**src/rtl/spi_pkg.sv**
```systemverilog
// spi_pkg: shared constants and FSM encoding for the SPI master/slave pair.
//   SPI_CLK_DIV : default system clocks per sclk half-period
//   SPI_DATA_W  : bits per transfer, shared with spi_slave
//   state_e     : 3-bit master FSM state encoding
package spi_pkg;
    localparam int SPI_CLK_DIV = 4;
    localparam int SPI_DATA_W  = 8;

    typedef enum logic [2:0] {
        ST_IDLE     = 3'd0,
        ST_SETUP    = 3'd1,
        ST_BIT_HI   = 3'd2,
        ST_BIT_LO   = 3'd3,
        ST_HOLD     = 3'd4,
        ST_LATCH_HI = 3'd5,
        ST_LATCH_LO = 3'd6
    } state_e;
endpackage

```
**src/rtl/spi_clk_div.sv**
```systemverilog
// spi_clk_div: half-period tick generator for the SPI master.
//   clk, rst : system clock, synchronous active-high reset
//   clear    : hold the counter at zero (master idle)
//   load     : restart the half-period count (state entry)
//   tick     : 1-cycle pulse on the last cycle of each CLK_DIV-cycle period
module spi_clk_div
    import spi_pkg::*;
#(
    parameter int CLK_DIV = SPI_CLK_DIV
) (
    input  logic clk,
    input  logic rst,
    input  logic clear,
    input  logic load,
    output logic tick
);
    localparam int CW = $clog2(CLK_DIV + 1);
    localparam logic [CW-1:0] LAST = CW'(CLK_DIV - 1);

    logic [CW-1:0] cnt_q, cnt_d;

    always_comb begin
        tick  = !clear && (cnt_q == LAST);
        cnt_d = (clear || load || tick) ? '0 : cnt_q + 1'b1;
    end

    always_ff @(posedge clk) begin
        if (rst) cnt_q <= '0;
        else     cnt_q <= cnt_d;
    end
endmodule

```
**src/rtl/spi_master.sv**
```systemverilog
// spi_master: single-transfer LSB-first SPI master with trailing latch pulse.
//   clk, rst : system clock, synchronous active-high reset
//   start    : transfer request, sampled only while idle
//   tx_data  : byte to send, latched on start acceptance
//   busy     : transfer in progress
//   done     : 1-cycle pulse at completion
//   rx_data  : byte captured from miso, updated at completion
//   sclk     : SPI clock, idle low
//   cs       : slave select, active low
//   mosi     : serial data out, LSB first
//   miso     : serial data in
module spi_master
    import spi_pkg::*;
#(
    parameter int CLK_DIV = SPI_CLK_DIV,
    parameter int DATA_W  = SPI_DATA_W
) (
    input  logic              clk,
    input  logic              rst,
    input  logic              start,
    input  logic [DATA_W-1:0] tx_data,
    output logic              busy,
    output logic              done,
    output logic [DATA_W-1:0] rx_data,
    output logic              sclk,
    output logic              cs,
    output logic              mosi,
    input  logic              miso
);
    localparam int BW = $clog2(DATA_W + 1);

    state_e            state_q, state_d;
    logic [DATA_W-1:0] tx_sh_q, tx_sh_d, rx_sh_q, rx_sh_d, rx_data_q, rx_data_d;
    logic [BW-1:0]     bit_cnt_q, bit_cnt_d;
    logic              busy_q, busy_d, done_q, done_d, sclk_q, sclk_d;
    logic              cs_q, cs_d, mosi_q, mosi_d;
    logic              tick, load;

    spi_clk_div #(.CLK_DIV(CLK_DIV)) u_div (
        .clk   (clk),
        .rst   (rst),
        .clear (state_q == ST_IDLE),
        .load  (load),
        .tick  (tick)
    );

    always_comb begin
        state_d   = state_q;
        tx_sh_d   = tx_sh_q;
        rx_sh_d   = rx_sh_q;
        rx_data_d = rx_data_q;
        bit_cnt_d = bit_cnt_q;
        done_d    = 1'b0;
        case (state_q)
            ST_IDLE: if (start) begin
                state_d   = ST_SETUP;
                tx_sh_d   = tx_data;
                bit_cnt_d = '0;
            end
            ST_SETUP:    if (tick) state_d = ST_BIT_HI;
            ST_BIT_HI:   if (tick) state_d = ST_BIT_LO;
            ST_BIT_LO: if (tick) begin
                rx_sh_d   = {miso, rx_sh_q[DATA_W-1:1]};
                tx_sh_d   = tx_sh_q >> 1;
                bit_cnt_d = bit_cnt_q + 1'b1;
                state_d   = (bit_cnt_d == BW'(DATA_W)) ? ST_HOLD : ST_BIT_HI;
            end
            ST_HOLD:     if (tick) state_d = ST_LATCH_HI;
            ST_LATCH_HI: if (tick) state_d = ST_LATCH_LO;
            ST_LATCH_LO: if (tick) begin
                state_d   = ST_IDLE;
                rx_data_d = rx_sh_q;
                done_d    = 1'b1;
            end
            default: state_d = ST_IDLE;
        endcase
        // Outputs are decoded from the next state so they are registered yet
        // line up with the state they belong to.
        load   = state_d != state_q;
        busy_d = state_d != ST_IDLE;
        cs_d   = state_d inside {ST_IDLE, ST_HOLD, ST_LATCH_HI, ST_LATCH_LO};
        sclk_d = state_d inside {ST_BIT_HI, ST_LATCH_HI};
        mosi_d = (state_d inside {ST_BIT_HI, ST_BIT_LO}) && tx_sh_d[0];
    end

    always_ff @(posedge clk) begin
        if (rst) begin
            state_q   <= ST_IDLE;
            tx_sh_q   <= '0;
            rx_sh_q   <= '0;
            rx_data_q <= '0;
            bit_cnt_q <= '0;
            busy_q    <= 1'b0;
            done_q    <= 1'b0;
            sclk_q    <= 1'b0;
            cs_q      <= 1'b1;
            mosi_q    <= 1'b0;
        end else begin
            state_q   <= state_d;
            tx_sh_q   <= tx_sh_d;
            rx_sh_q   <= rx_sh_d;
            rx_data_q <= rx_data_d;
            bit_cnt_q <= bit_cnt_d;
            busy_q    <= busy_d;
            done_q    <= done_d;
            sclk_q    <= sclk_d;
            cs_q      <= cs_d;
            mosi_q    <= mosi_d;
        end
    end

    assign busy    = busy_q;
    assign done    = done_q;
    assign rx_data = rx_data_q;
    assign sclk    = sclk_q;
    assign cs      = cs_q;
    assign mosi    = mosi_q;
endmodule

```
**config.mk**
```make
export PLATFORM = sky130hd
export DESIGN_NAME = spi_master
export DESIGN_NICKNAME = d
export VERILOG_FILES = /design/src/rtl/spi_pkg.sv /design/src/rtl/spi_clk_div.sv /design/src/rtl/spi_master.sv
export SDC_FILE = /design/constraint.sdc
export NUM_CORES = 1
export LEC_CHECK = 0
export ABC_AREA = 1
export CAP_MARGIN = 15
export CELL_PAD_IN_SITES_DETAIL_PLACEMENT = 1
export CELL_PAD_IN_SITES_GLOBAL_PLACEMENT = 2
export CORE_UTILIZATION = 34
export CTS_BUF_LIST = sky130_fd_sc_hd__clkbuf_4
export CTS_CLUSTER_DIAMETER = 150
export CTS_CLUSTER_SIZE = 24
export DETAILED_ROUTE_END_ITERATION = 10
export PLACE_DENSITY = 0.93
export SETUP_SLACK_MARGIN = 0.4
export SYNTH_ARGS = -nofsm -noshare
export SYNTH_HDL_FRONTEND = slang
export SYNTH_SLANG_ARGS = --single-unit
```
**constraint.sdc**
```tcl
create_clock -name clk -period 4.2 [get_ports clk]
set_clock_uncertainty 0.15 [all_clocks]
set_input_delay 0.84 -clock clk [delete_from_list [all_inputs] [get_ports clk]]
set_output_delay 0.84 -clock clk [all_outputs]
set_load 0.005 [all_outputs]
```
==> summary.txt <==
Run status
  – Status: completed

Floorplan
  – Row count: 24
  – Initial core utilization: a little over a third
  – # IOs: 25
  – Core Region: roughly 0.0044 mm^2
  – Die H: about 70 um
  – Die Footprint: between 0.004 and 0.005 mm^2
  – Die W: between 70 and 80 um

Critical path
  – WP buf/inv: 1
  – CP cell instances: clkdlybuf4s50_1
  – CP peak stage delay: 520 ps
  – Worst r2r path cells: 7
  – Critical Path End Type: primary output
  – R2r endpoint: u_div.cnt_q[2]
  – Req. time, crit path: between 3000 and 4000 ps
  – Startpoint types: flip-flop
  – Setup CP Type: flip-flop to primary output
  – CP arrival: 1210 ps
  – Worst Path Max Fanout: 2
  – Largest delay share family, worst path: buffers and inverters
  – FF-to-FF setup slack: ~2300 ps
  – R2R Path Start: u_div.cnt_q[0]
  – Slowest cell on the critical path: clkdlybuf4s50_1

CTS
  – Cts bufs inserted: 5
  – Clk pin slew, worst setup/hold paths: about 120 ps
  – CTS tree: done
  – Root Buffer: clkbuf_4
  – Post-CTS sizing: 0
  – Postcts setup bufs: 0
  – Worst-Skew Late Latency: about 350 ps
  – Hold Buf Count CTS: 0
  – CTS sink cnt: 39
  – Maximum clock insertion buffer count: 2
  – H-tree Lvls: 2

Global route
  – GRT Total Usage: between 15 and 20%
  – GRT overflow: 0
  – Initial antenna violation count: 0
  – Via count of the first global-routing pass: roughly 1400
  – First-pass GRT wire length: 6290 um
  – Largest net degree at the start of global routing: 17

Synthesis
  – Async SR Flop Fraction: 0%
  – Ranking of synthesized cells by instance count: 43 x nand2_1, 39 x dfxtp_1, 32 x nor2_1, 17 x nand3_1, 14 x a21oi_1
  – Yosys warns: 0
  – Synth top area cells: dfxtp_1 49%, nand2_1 10%, nor2_1 7.6%
  – Most frequent cell after synthesis: nand2_1
  – Syn Nets: 221
  – EDFF count, synth: 0
  – Sequential share of the synthesized area: roughly half
  – Mapped Cells: around 210
  – Post-Synthesis Cell Area: 0.00159 mm^2
  – Largest area contributor in the netlist: dfxtp_1
  – Synth Area per Inst: approximately 7.7 um^2
  – Post-synth top area share: between 40% and 50%
  – FF+latch count, synth: 39
  – Predominant post-synthesis flop cell: dfxtp_1
  – Library cells used by synthesis: 25

Route
  – Initial DRC Count: 67
  – Drt total wl: around 3500 um
  – Routed met3 length: 107 um
  – Vias/cell: between 4 and 5
  – Max Used Layer: met4
  – DRC viols: 0
  – Drt wl/cell: 12.4 um
  – WL met1: between 1500 and 2000 um
  – TritonRoute pass-1 iters: 4
  – Vias: roughly 1400
  – Routed wl met2: ~1600 um
  – Post-route ant nets: 0

Final layout
  – Design Area, Final: a little under 0.002 mm^2
  – Fill cells: ~570
  – Post-Layout Cell Count: between 200 and 300
  – # diodes: 0
  – Area Growth Syn to Fin: 22.1%
  – Nets: about 250
  – Share of cells above drive strength 1: 9.48%

Timing
  – Rel. slew slack: around 70%
  – Final period util: a little over half
  – Final Max Tran Viols: 0
  – RSZ-0062 raised after global routing: false
  – Hold Slack: 283 ps
  – Fmax: around 450 MHz
  – Worst-Margin Slew: 431 ps
  – Final setup viols: 0
  – Minimum clock period: 2200 ps
  – Final Hold Viols: 0
  – Setup TNS: 0 ps

Min path
  – Hold endpoint: u_div.cnt_q[0]
  – WHS Path Cells: 1
  – Worst hold path class: flip-flop to flip-flop
  – HP Start: u_div.cnt_q[0]

Place
  – Detail Placement HPWL: around 2500 um
  – Dpl cell area: about 0.0019 mm^2
  – Port-buffer cells: 24
  – RD Place Congestion: just under 0.8
  – Dpl cells: around 280

Pwr
  – Total power divided by cell area: 348 mW/mm^2
  – Pleak: between 0.7 and 0.8 nW
  – Peak supply drop: around 220 uV

Run
  – Maxcap violations: 0
[power breakdown]
group	leakage, nW	internal, mW	switching (mW)
clock network	0.0426	0.122	0.125
registers	0.317	0.378	0.00517
logic	0.384	0.0207	0.0238
total	0.743	0.521	0.154
[how the worst max path moves through the flow]
stage | startpoint | endpoint | slack, ps | cells past startpoint
2_1_floorplan | start | sclk | 2290 | 7
3_3_place_gp | start | sclk | 1770 | 7
3_5_place_dp | start | sclk | 1750 | 7
4_1_cts | rx_data[1] | rx_data[1] | 1970 | 1
5_1_grt | rx_data[1] | rx_data[1] | 1930 | 1
6_report | rx_data[1] | rx_data[1] | 2000 | 1
[state kept, by name (all words and copies together) (netlist names)]
name,count
cs,1
u_div.cnt_q,3
rx_data,8
bit_cnt_q,4
done,1
sclk,1
tx_sh_q,8
rx_sh_q,8
mosi,1
busy,1
state_q,3
[routing by layer]
layer | track usage, % | vias to the layer above
met5 | 0 | -
met4 | 8.00 | 0
met2 | 24.8 | 26
met3 | 3.90 | 8
met1 | 21.9 | 664
li1 | - | 720
[cell usage in the layout, fill, tap and decap left out, types with 4 or more instances in the layout]
cell             count
a21oi_1             14
a31oi_1              7
clkbuf_4             5
clkdlybuf4s50_1     24
dfxtp_1             39
inv_1               11
inv_2                4
nand2_1             43
nand3_1             17
nor2_1              32
o21ai_0             12
[area by class of cell]
type,instances,area [um^2],share of cell area (%)
multi-input combinational,144,704,36.3
clock inverter,3,38.8,2.00
clock buffer,5,37.5,1.94
sequential,39,781,40.3
timing repair buffer,25,248,12.8
tap,52,65.1,3.35
inverter,16,65.1,3.35
[logic make-up after synthesis]
logic type | Yosys count | share of synthesized area (%)
flip-flops | 39 | 49.2
AO/OA/AOI/OAI | 34 | 11.3
buffers and inverters | 23 | 6.46
AND/OR/NAND/NOR | 107 | 30.7
adder cells (fa/ha/maj) | 3 | 2.36
[per-stage QoR]
step,total power [mW],setup WS (ps),util [%]
after floorplan,0.417,2290,-
after global placement,0.435,1770,42.2
after detailed placement,0.437,1750,42.2
after CTS,0.685,1970,43.9
after global routing,0.706,1930,43.9
final,0.675,2000,43.9
Note: power is estimated with default switching activity, not from simulation.
